--- config.mk ---
export PLATFORM = sky130hd
export DESIGN_NAME = axil_protocol_monitor
export DESIGN_NICKNAME = d
export VERILOG_FILES = /design/src/rtl/axil_protocol_monitor.sv
export SDC_FILE = /design/constraint.sdc
export NUM_CORES = 1
export LEC_CHECK = 0
export BUFFER_PORTS_ARGS = -buffer_cell sky130_fd_sc_hd__buf_2
export CORE_MARGIN = 2
export CORE_UTILIZATION = 35
export DETAILED_ROUTE_END_ITERATION = 6
export GPL_TIMING_DRIVEN = 0
export PLACE_DENSITY_LB_ADDON = 0.1
export SLEW_MARGIN = 20
export SYNTH_ARGS = -nofsm -noshare
export SYNTH_HDL_FRONTEND = slang
export SYNTH_SLANG_ARGS = --single-unit
--- constraint.sdc ---
create_clock -name clk_i -period 2.98 [get_ports clk_i]
set_input_delay 0.298 -clock clk_i [delete_from_list [all_inputs] [get_ports clk_i]]
set_output_delay 0.298 -clock clk_i [all_outputs]
set_load 0.02 [all_outputs]
--- src/rtl/axil_protocol_monitor.sv ---
// -----------------------------------------------------------------------------
// axil_protocol_monitor
//
// AXI-Lite slave-side protocol checker. It sits between a register station's
// slave port and its response logic and provides two things:
//
//   * Combinational, zero-latency per-request error flags for SLVERR
//     generation: misaligned or out-of-range AW/AR addresses, and W beats
//     with an all-zero strobe. These flags are gated by ERR_RESP_EN.
//
//   * An always-on sequential monitor on all five channels that reports
//     events into a sticky status word, a saturating error counter and an
//     interrupt. The events are:
//       - content errors logged at handshake (AW addr, W strobe, AR addr),
//       - handshake-stability violations (valid dropped or payload changed
//         while stalled),
//       - stall timeouts.
//
// Sticky bit map:
//   0 aw_addr_err  1 w_strb_zero  2 ar_addr_err
//   3 aw_unstable  4 w_unstable   5 ar_unstable  6 b_unstable  7 r_unstable
//   8 timeout
//
// Ports:
//   clk_i, rst_i         clock, synchronous active-high reset
//   s_axi_aw*            write address channel (observed only)
//   s_axi_w*             write data channel    (observed only)
//   s_axi_b*             write response channel (observed only)
//   s_axi_ar*            read address channel  (observed only)
//   s_axi_r*             read data channel     (observed only)
//   clear_i              one-cycle pulse clearing sticky_o / err_count_o
//   err_awrite_o         AW request misaligned or out of range (comb)
//   err_write_o          W strobe all zero (comb)
//   err_read_o           AR request misaligned or out of range (comb)
//   sticky_o             sticky event bits (registered)
//   err_count_o          saturating count of cycles with any event
//   irq_o                OR of sticky_o (registered)
// -----------------------------------------------------------------------------
module axil_protocol_monitor #(
  parameter int                    ADDR_WIDTH     = 32,
  parameter int                    DATA_WIDTH     = 32,
  parameter bit                    ERR_RESP_EN    = 1'b0,
  parameter logic [ADDR_WIDTH-1:0] ADDR_LIMIT     = '0,
  parameter int                    TIMEOUT_CYCLES = 256,
  parameter int                    CNT_WIDTH      = 16
) (
  input  logic                    clk_i,
  input  logic                    rst_i,
  input  logic [ADDR_WIDTH-1:0]   s_axi_awaddr,
  input  logic [2:0]              s_axi_awprot,
  input  logic                    s_axi_awvalid,
  input  logic                    s_axi_awready,
  input  logic [DATA_WIDTH-1:0]   s_axi_wdata,
  input  logic [DATA_WIDTH/8-1:0] s_axi_wstrb,
  input  logic                    s_axi_wvalid,
  input  logic                    s_axi_wready,
  input  logic [1:0]              s_axi_bresp,
  input  logic                    s_axi_bvalid,
  input  logic                    s_axi_bready,
  input  logic [ADDR_WIDTH-1:0]   s_axi_araddr,
  input  logic [2:0]              s_axi_arprot,
  input  logic                    s_axi_arvalid,
  input  logic                    s_axi_arready,
  input  logic [DATA_WIDTH-1:0]   s_axi_rdata,
  input  logic [1:0]              s_axi_rresp,
  input  logic                    s_axi_rvalid,
  input  logic                    s_axi_rready,
  input  logic                    clear_i,
  output logic                    err_awrite_o,
  output logic                    err_write_o,
  output logic                    err_read_o,
  output logic [8:0]              sticky_o,
  output logic [CNT_WIDTH-1:0]    err_count_o,
  output logic                    irq_o
);

  localparam int ALIGN = $clog2(DATA_WIDTH / 8);

  // Widest per-channel payload; every channel is zero-extended to this.
  localparam int AW_PW = ADDR_WIDTH + 3;
  localparam int W_PW  = DATA_WIDTH + DATA_WIDTH / 8;
  localparam int R_PW  = DATA_WIDTH + 2;
  localparam int PW    = (AW_PW > W_PW) ? ((AW_PW > R_PW) ? AW_PW : R_PW)
                                        : ((W_PW  > R_PW) ? W_PW  : R_PW);

  // A disabled timeout still needs a legal 1-bit counter.
  localparam int TCW = (TIMEOUT_CYCLES > 0) ? $clog2(TIMEOUT_CYCLES + 1) : 1;
  localparam logic [TCW-1:0] TMAX  = TCW'(TIMEOUT_CYCLES);
  localparam logic [TCW-1:0] TLAST = (TIMEOUT_CYCLES > 0) ? TCW'(TIMEOUT_CYCLES - 1) : '0;

  function automatic logic addr_err(input logic [ADDR_WIDTH-1:0] a);
    logic mis;
    logic oor;
    mis = |a[ALIGN-1:0];
    oor = (ADDR_LIMIT != '0) && (a >= ADDR_LIMIT);
    return mis | oor;
  endfunction

  // Request classification, independent of handshake.
  logic aw_bad, w_bad, ar_bad;
  assign aw_bad = s_axi_awvalid & addr_err(s_axi_awaddr);
  assign w_bad  = s_axi_wvalid & (s_axi_wstrb == '0);
  assign ar_bad = s_axi_arvalid & addr_err(s_axi_araddr);

  assign err_awrite_o = ERR_RESP_EN ? aw_bad : 1'b0;
  assign err_write_o  = ERR_RESP_EN ? w_bad  : 1'b0;
  assign err_read_o   = ERR_RESP_EN ? ar_bad : 1'b0;

  // Channel index: 0 AW, 1 W, 2 AR, 3 B, 4 R (matches sticky bits 3..7).
  logic [4:0]    vld, rdy;
  logic [PW-1:0] pay [5];

  assign vld = {s_axi_rvalid, s_axi_bvalid, s_axi_arvalid, s_axi_wvalid, s_axi_awvalid};
  assign rdy = {s_axi_rready, s_axi_bready, s_axi_arready, s_axi_wready, s_axi_awready};

  always_comb begin
    pay[0] = PW'({s_axi_awprot, s_axi_awaddr});
    pay[1] = PW'({s_axi_wstrb, s_axi_wdata});
    pay[2] = PW'({s_axi_arprot, s_axi_araddr});
    pay[3] = PW'(s_axi_bresp);
    pay[4] = PW'({s_axi_rresp, s_axi_rdata});
  end

  logic [4:0]     stalled_q;
  logic [PW-1:0]  pay_q [5];
  logic [TCW-1:0] stall_cnt_q [5];
  logic [TCW-1:0] stall_cnt_d [5];
  logic [4:0]     stall, unstable, to_hit;

  // The counter parks at TMAX for the rest of a stall, so the TLAST match
  // that fires the timeout can only happen once until the stall ends.
  always_comb begin
    stall    = '0;
    unstable = '0;
    to_hit   = '0;
    for (int i = 0; i < 5; i++) begin
      stall[i]    = vld[i] & ~rdy[i];
      unstable[i] = stalled_q[i] & (~vld[i] | (pay[i] != pay_q[i]));
      to_hit[i]   = (TIMEOUT_CYCLES != 0) && stall[i] && (stall_cnt_q[i] == TLAST);
      if (!stall[i]) begin
        stall_cnt_d[i] = '0;
      end else if (stall_cnt_q[i] == TMAX) begin
        stall_cnt_d[i] = stall_cnt_q[i];
      end else begin
        stall_cnt_d[i] = stall_cnt_q[i] + TCW'(1);
      end
    end
  end

  logic [8:0] events;
  logic       any_event;

  // Content errors only count at acceptance, so a stalled bad request
  // is logged exactly once.
  assign events = {|to_hit,
                   unstable,
                   ar_bad & s_axi_arready,
                   w_bad  & s_axi_wready,
                   aw_bad & s_axi_awready};
  assign any_event = |events;

  logic [8:0]           sticky_q, sticky_d;
  logic [CNT_WIDTH-1:0] cnt_q, cnt_d;
  logic                 irq_q;

  // Clear loads the current cycle's events rather than zero, so an event
  // coinciding with clear is never dropped.
  always_comb begin
    sticky_d = clear_i ? events : (sticky_q | events);
    if (clear_i) begin
      cnt_d = CNT_WIDTH'(any_event);
    end else if (any_event && (cnt_q != '1)) begin
      cnt_d = cnt_q + CNT_WIDTH'(1);
    end else begin
      cnt_d = cnt_q;
    end
  end

  // Payload capture: data only, valid qualified by stalled_q.
  always_ff @(posedge clk_i) begin
    for (int i = 0; i < 5; i++) begin
      pay_q[i] <= pay[i];
    end
  end

  always_ff @(posedge clk_i) begin
    if (rst_i) begin
      stalled_q <= '0;
      for (int i = 0; i < 5; i++) begin
        stall_cnt_q[i] <= '0;
      end
      sticky_q <= '0;
      cnt_q    <= '0;
      irq_q    <= 1'b0;
    end else begin
      stalled_q <= stall;
      for (int i = 0; i < 5; i++) begin
        stall_cnt_q[i] <= stall_cnt_d[i];
      end
      sticky_q <= sticky_d;
      cnt_q    <= cnt_d;
      irq_q    <= |sticky_d;
    end
  end

  assign sticky_o    = sticky_q;
  assign err_count_o = cnt_q;
  assign irq_o       = irq_q;

endmodule

# ---- After elaboration in Yosys (flattened, before gate mapping)
# Memory sizes are Yosys's and may differ from the RTL's.
# Cells that the tools add are included.
# W data, S select, Z words.
dict set report op_classes {
  n_addsub 6
  eq_ne 16
  muxes 21
  bitwise_logic 37
  n_reduce_logical 14
}
# op n
set ops {}
lappend ops {{$mux W9} 16}
lappend ops {{$ne A35 B36 Y1} 2}
lappend ops {{$add A9 B1 Y9 const B} 5}
lappend ops {{$eq A9 B8 Y1 const B} 5}
lappend ops {{$eq A9 B9 Y1 const B} 5}
lappend ops {{$ne A2 B36 Y1} 1}
lappend ops {{$ne A34 B36 Y1} 1}
lappend ops {{$ne A36 B36 Y1} 1}
lappend ops {{$add A16 B1 Y16 const B} 1}
lappend ops {{$and A1 B1 Y1} 16}
lappend ops {{$ne A16 B16 Y1 const B} 1}
lappend ops {{$reduce_or A13 Y1} 1}
lappend ops {{$not A1 Y1} 10}
lappend ops {{$or A1 B1 Y1} 10}
lappend ops {{$or A9 B9 Y9} 1}
lappend ops {{$reduce_or A9 Y1} 1}
lappend ops {{$logic_and A1 B1 Y1} 6}
lappend ops {{$reduce_or A2 Y1} 3}
lappend ops {{$mux W1} 5}
lappend ops {{$reduce_or A5 Y1} 1}
lappend ops {{$logic_not A4 Y1} 1}
lappend ops {{$reduce_bool A2 Y1} 1}
dict set report totals {
  regBits 31
  mem_bits_rw 225
  out_inout_bits 29
  word_cells 101
  n_memories 2
}
# memory words width read_ports rd_clocked_by_memory_dff write_ports line_no
set mem_list {}
lappend mem_list {pay_q 5 36 5 0 5 125} ;# logic [PW-1:0] pay_q [5];
lappend mem_list {stall_cnt_q 5 9 5 0 5 126} ;# logic [TCW-1:0] stall_cnt_q [5];

# ---- Longest topological paths before layout
# An unclocked memory read counts as a cell.
dict set report logic_depth {
  depth_word 8
  mapped_depth 13
  mapped_depth_nobuf 12
}

# ---- Worst setup path after synthesis
# No wires, ideal clock.
dict set report synth_timing {
  path_type {register to register}
  from {memory stall_cnt_q[0][0] (netlist name)}
  to {register cnt_q[9] (netlist: err_count_o[9])}
  setup_ns 0.134
  arrival_ns 2.401
  required_ns 2.846
  path_slack_ns 0.445
  stages_incl_launch_ff 13
  synth_period_minus_slack_ns 2.535
  path_cell_list {dfxtp_1 -> ha_1 -> nand3_1 -> nor2_1 -> and3_1 -> ha_1 -> and3b_1 -> a31oi_1 -> nand4_1 -> nor2_1 -> a2111oi_1 -> a21o_1 -> a21oi_2}
}
# item line_no
set synth_lines {}
lappend synth_lines {{start, declared} 126}
lappend synth_lines {{end signal, assigned} 201} ;# cnt_q <= cnt_d;
lappend synth_lines {{end, declared} 163} ;# logic [CNT_WIDTH-1:0] cnt_q, cnt_d;

==> metrics <==
max_cap viols=0; mapped cell area=7920 um^2; clk_skew=0.0159 ns; post-synthesis cell type count=47; CTS Buf Count=25; routability congestion estimate=0.756; Adder-Cell Fraction of Synth Area=2.53%; root buf cell=clkbuf_16; vias=6127; CTS H-Tree Depth=1; DP Wirelength=12300 um; Hold Slack=0.135 ns; ANT nets after route=0; Worst Hold Class=input pin to register; Arr. time, crit path=3.15 ns; worst r2r src=stall_cnt_q[0][0]; synthesized netlist cell count=741; dpl ws=0.0884 ns; fin crit share=92.7%; largest family of logic cells by synthesized area=XOR/XNOR gates; Required @ worst endpoint=3.37 ns; die area=23800 um^2; final wirelength=17900 um; switching portion of total power=21.3%; R2R depth=12; Seq/Total Area, Yosys=55.1%; CTS sink count=218; xor/xnor share of the synthesized area=19.5%; largest net degree at the start of global routing=13; Max IR drop VDD=0.000406 V; Max Clock Freq=0.362 GHz; post-synthesis simple-gate area fraction=14.9%; Initial DRC Count=204; P&R area growth vs syn=45.5%; Worst-Margin Slew=0.658 ns; top_reg_cell synth=dfxtp_1; num ports=184; fin crit period=2.76 ns; Longest Clk Path Bufs=3; post-synthesis mux area share=0.269%; YS warnings=0; Worst Setup End Kind=register; Pre-antenna DRT Iters=4; unrepaired setup endpoints after global routing=false; ratio of cells with drive above 1 in the final layout=21.7%; NetSw=1.46 mW; final hold vios=0; post-synthesis compound-gate area fraction=5.53%; Setup crit start kind=register; Final Setup Violations=0; WHS Path Cells=3; Clock Pin Slew Worst Setup and Hold Paths=0.06 ns; Comb pwr share=8.7%; Synth async-reset ratio=0%; Die Width=154 um; Design Area, Final=11500 um^2; HP Start=clear_i; Power Dens Cells=595 nW/um^2; EDFF count, synth=0; dpl cell area=9180 um^2; I/O Buffers=179; DRC=0; Skew-Pair Late Insertion Delay=0.51 ns; critical setup path kind=register to register; CTS tree=yes; Initial Util=35.3%; Pins Over Slew Limit=0; Min-Delay Endpoint=err_count_o[4]; r2r endpoint=err_count_o[3]; Worst R2R Setup Slack=0.22 ns; initial antenna violation count=2; num rows=55; GRT Overall Usage=15.1%; Worst Path Max Fanout=8; Nets=1263; Syn Area/Cell=10.7 um^2; vias per cell=4.39; Static Leak=4.84 nW; clock power share=46.3%; worst setup margin=0.218 ns; sequential share of power=45.0%; first-pass GRT wire length=29900 um; FF+latch count, synth=218; Die H=154 um; vias in the first global route=6396; Rel. slew slack=55.9%; core area=22400 um^2; gr ovfl total=0; status=complete, no violations; Power Internal=5.40 mW; Routed WL per cell=12.8 um
[worst max-delay path by stage]
stage / from / endpoint / slack [ns] / depth (start not counted)
2_1_floorplan: stall_cnt_q[0][0] / err_count_o[9] / 0.45 / 12
3_3_place_gp: stall_cnt_q[0][0] / err_count_o[9] / -0.23 / 12
3_5_place_dp: s_axi_araddr[23] / err_count_o[3] / 0.09 / 9
4_1_cts: s_axi_araddr[8] / err_count_o[3] / 0.08 / 10
5_1_grt: stall_cnt_q[0][0] / err_count_o[7] / 0.03 / 12
6_report: stall_cnt_q[0][0] / err_count_o[3] / 0.22 / 12
[cell usage after synthesis (all sizes together), types with 7 or more instances]
library cell | number | area [um^2]
ha | 16 | 200
nand3 | 26 | 130
nand3b | 7 | 52.6
clkbuf | 9 | 33.8
inv | 26 | 97.6
xor2 | 97 | 850
nor3 | 9 | 50.1
nand4 | 29 | 181
nor4 | 26 | 163
nand2 | 36 | 135
and3 | 12 | 75.1
nor2 | 64 | 240
a21oi | 27 | 154
dfxtp | 218 | 4360
xnor2 | 79 | 692
[worst max-delay path: stages, from the launching register on]
cell     delay, ns
dfxtp_1       0.34
ha_1          0.24
nand3_1       0.13
nor2_1        0.08
and3_1        0.18
ha_1          0.17
and3b_1       0.19
a31oi_1       0.26
nand4_1       0.24
nor2_4        0.24
a21oi_4       0.13
nand3_1       0.13
mux2_1        0.32
[layout by cell type (no fill, tap or decap), types with 22 or more instances in the layout]
cell type	instances
xor2_1	97
nor4_1	26
buf_2	179
nand3_1	26
dfxtp_1	218
dlygate4sd3_1	142
a21oi_1	22
xnor2_1	79
inv_1	26
nand4_1	29
clkbuf_16	25
nor2_1	63
nand2_1	36
[power by group through the flow]
stage                     Clock, mW  Combinational (mW)  Sequential, mW
after floorplan                   0               0.235            3.15
after global placement            0               0.439            3.15
after detailed placement          0               0.442            3.15
after CTS                      3.28               0.590            3.09
after global routing           3.40               0.660            3.10
final                          3.18               0.594            3.09
[final cells by class]
cell class                 count  area [um^2]
clock buffer                  36          757
clock inverter                 8          121
antenna                        1         2.50
timing repair buffer         322         2320
multi-input combinational    486         3430
sequential                   218         4360
buffer                        13         67.6
fill                        2040        10900
inverter                      26         97.6
tap                          285          357
[cell families (layout without fill, tap and decap cells)]
kind of cell	after synthesis	count (layout)
flip-flops	218	218
multiplexers	2	2
other	1	4
adder cells (fa/ha/maj)	16	16
AO/OA/AOI/OAI	59	59
XOR/XNOR	176	176
AND/OR/NAND/NOR	230	230
buffers and inverters	39	405
[registers in the layout, summed over array words and instances, names as in the netlist]
register and count:
stalled_q 5, err_count_o 16, pay_q 142, sticky_o 9, stall_cnt_q 45, irq_o 1
[routing by layer]
layer	share of wire [%]	wire, um	GRT usage, %	up-vias
met5	0.078	14	0	-
met4	2.6	473	5.20	2
li1	-	-	-	3211
met3	5.1	906	2.97	37
met1	47	8340	18.6	2730
met2	45	8110	26.2	147
[repair_timing]
action | in CTS | in global routing
hold endpoints to repair | 142 | 0
hold buffers | 142 | 0
gates resized for setup | 0 | 4
setup endpoints to repair | 0 | 12
buffers inserted | 0 | 1
[metrics by stage]
stage                     setup TNS (ns)  cells  power [mW]  util (%)
after global placement            -0.646   1207        3.59      40.9
after global routing                   0   1395        7.16      51.3
final                                  0   1395        6.86      51.3
after floorplan                        0    743        3.39         -
after CTS                              0   1393        6.96      51.2
after detailed placement               0   1207        3.59      40.9
(Power assumes the default switching activity.)
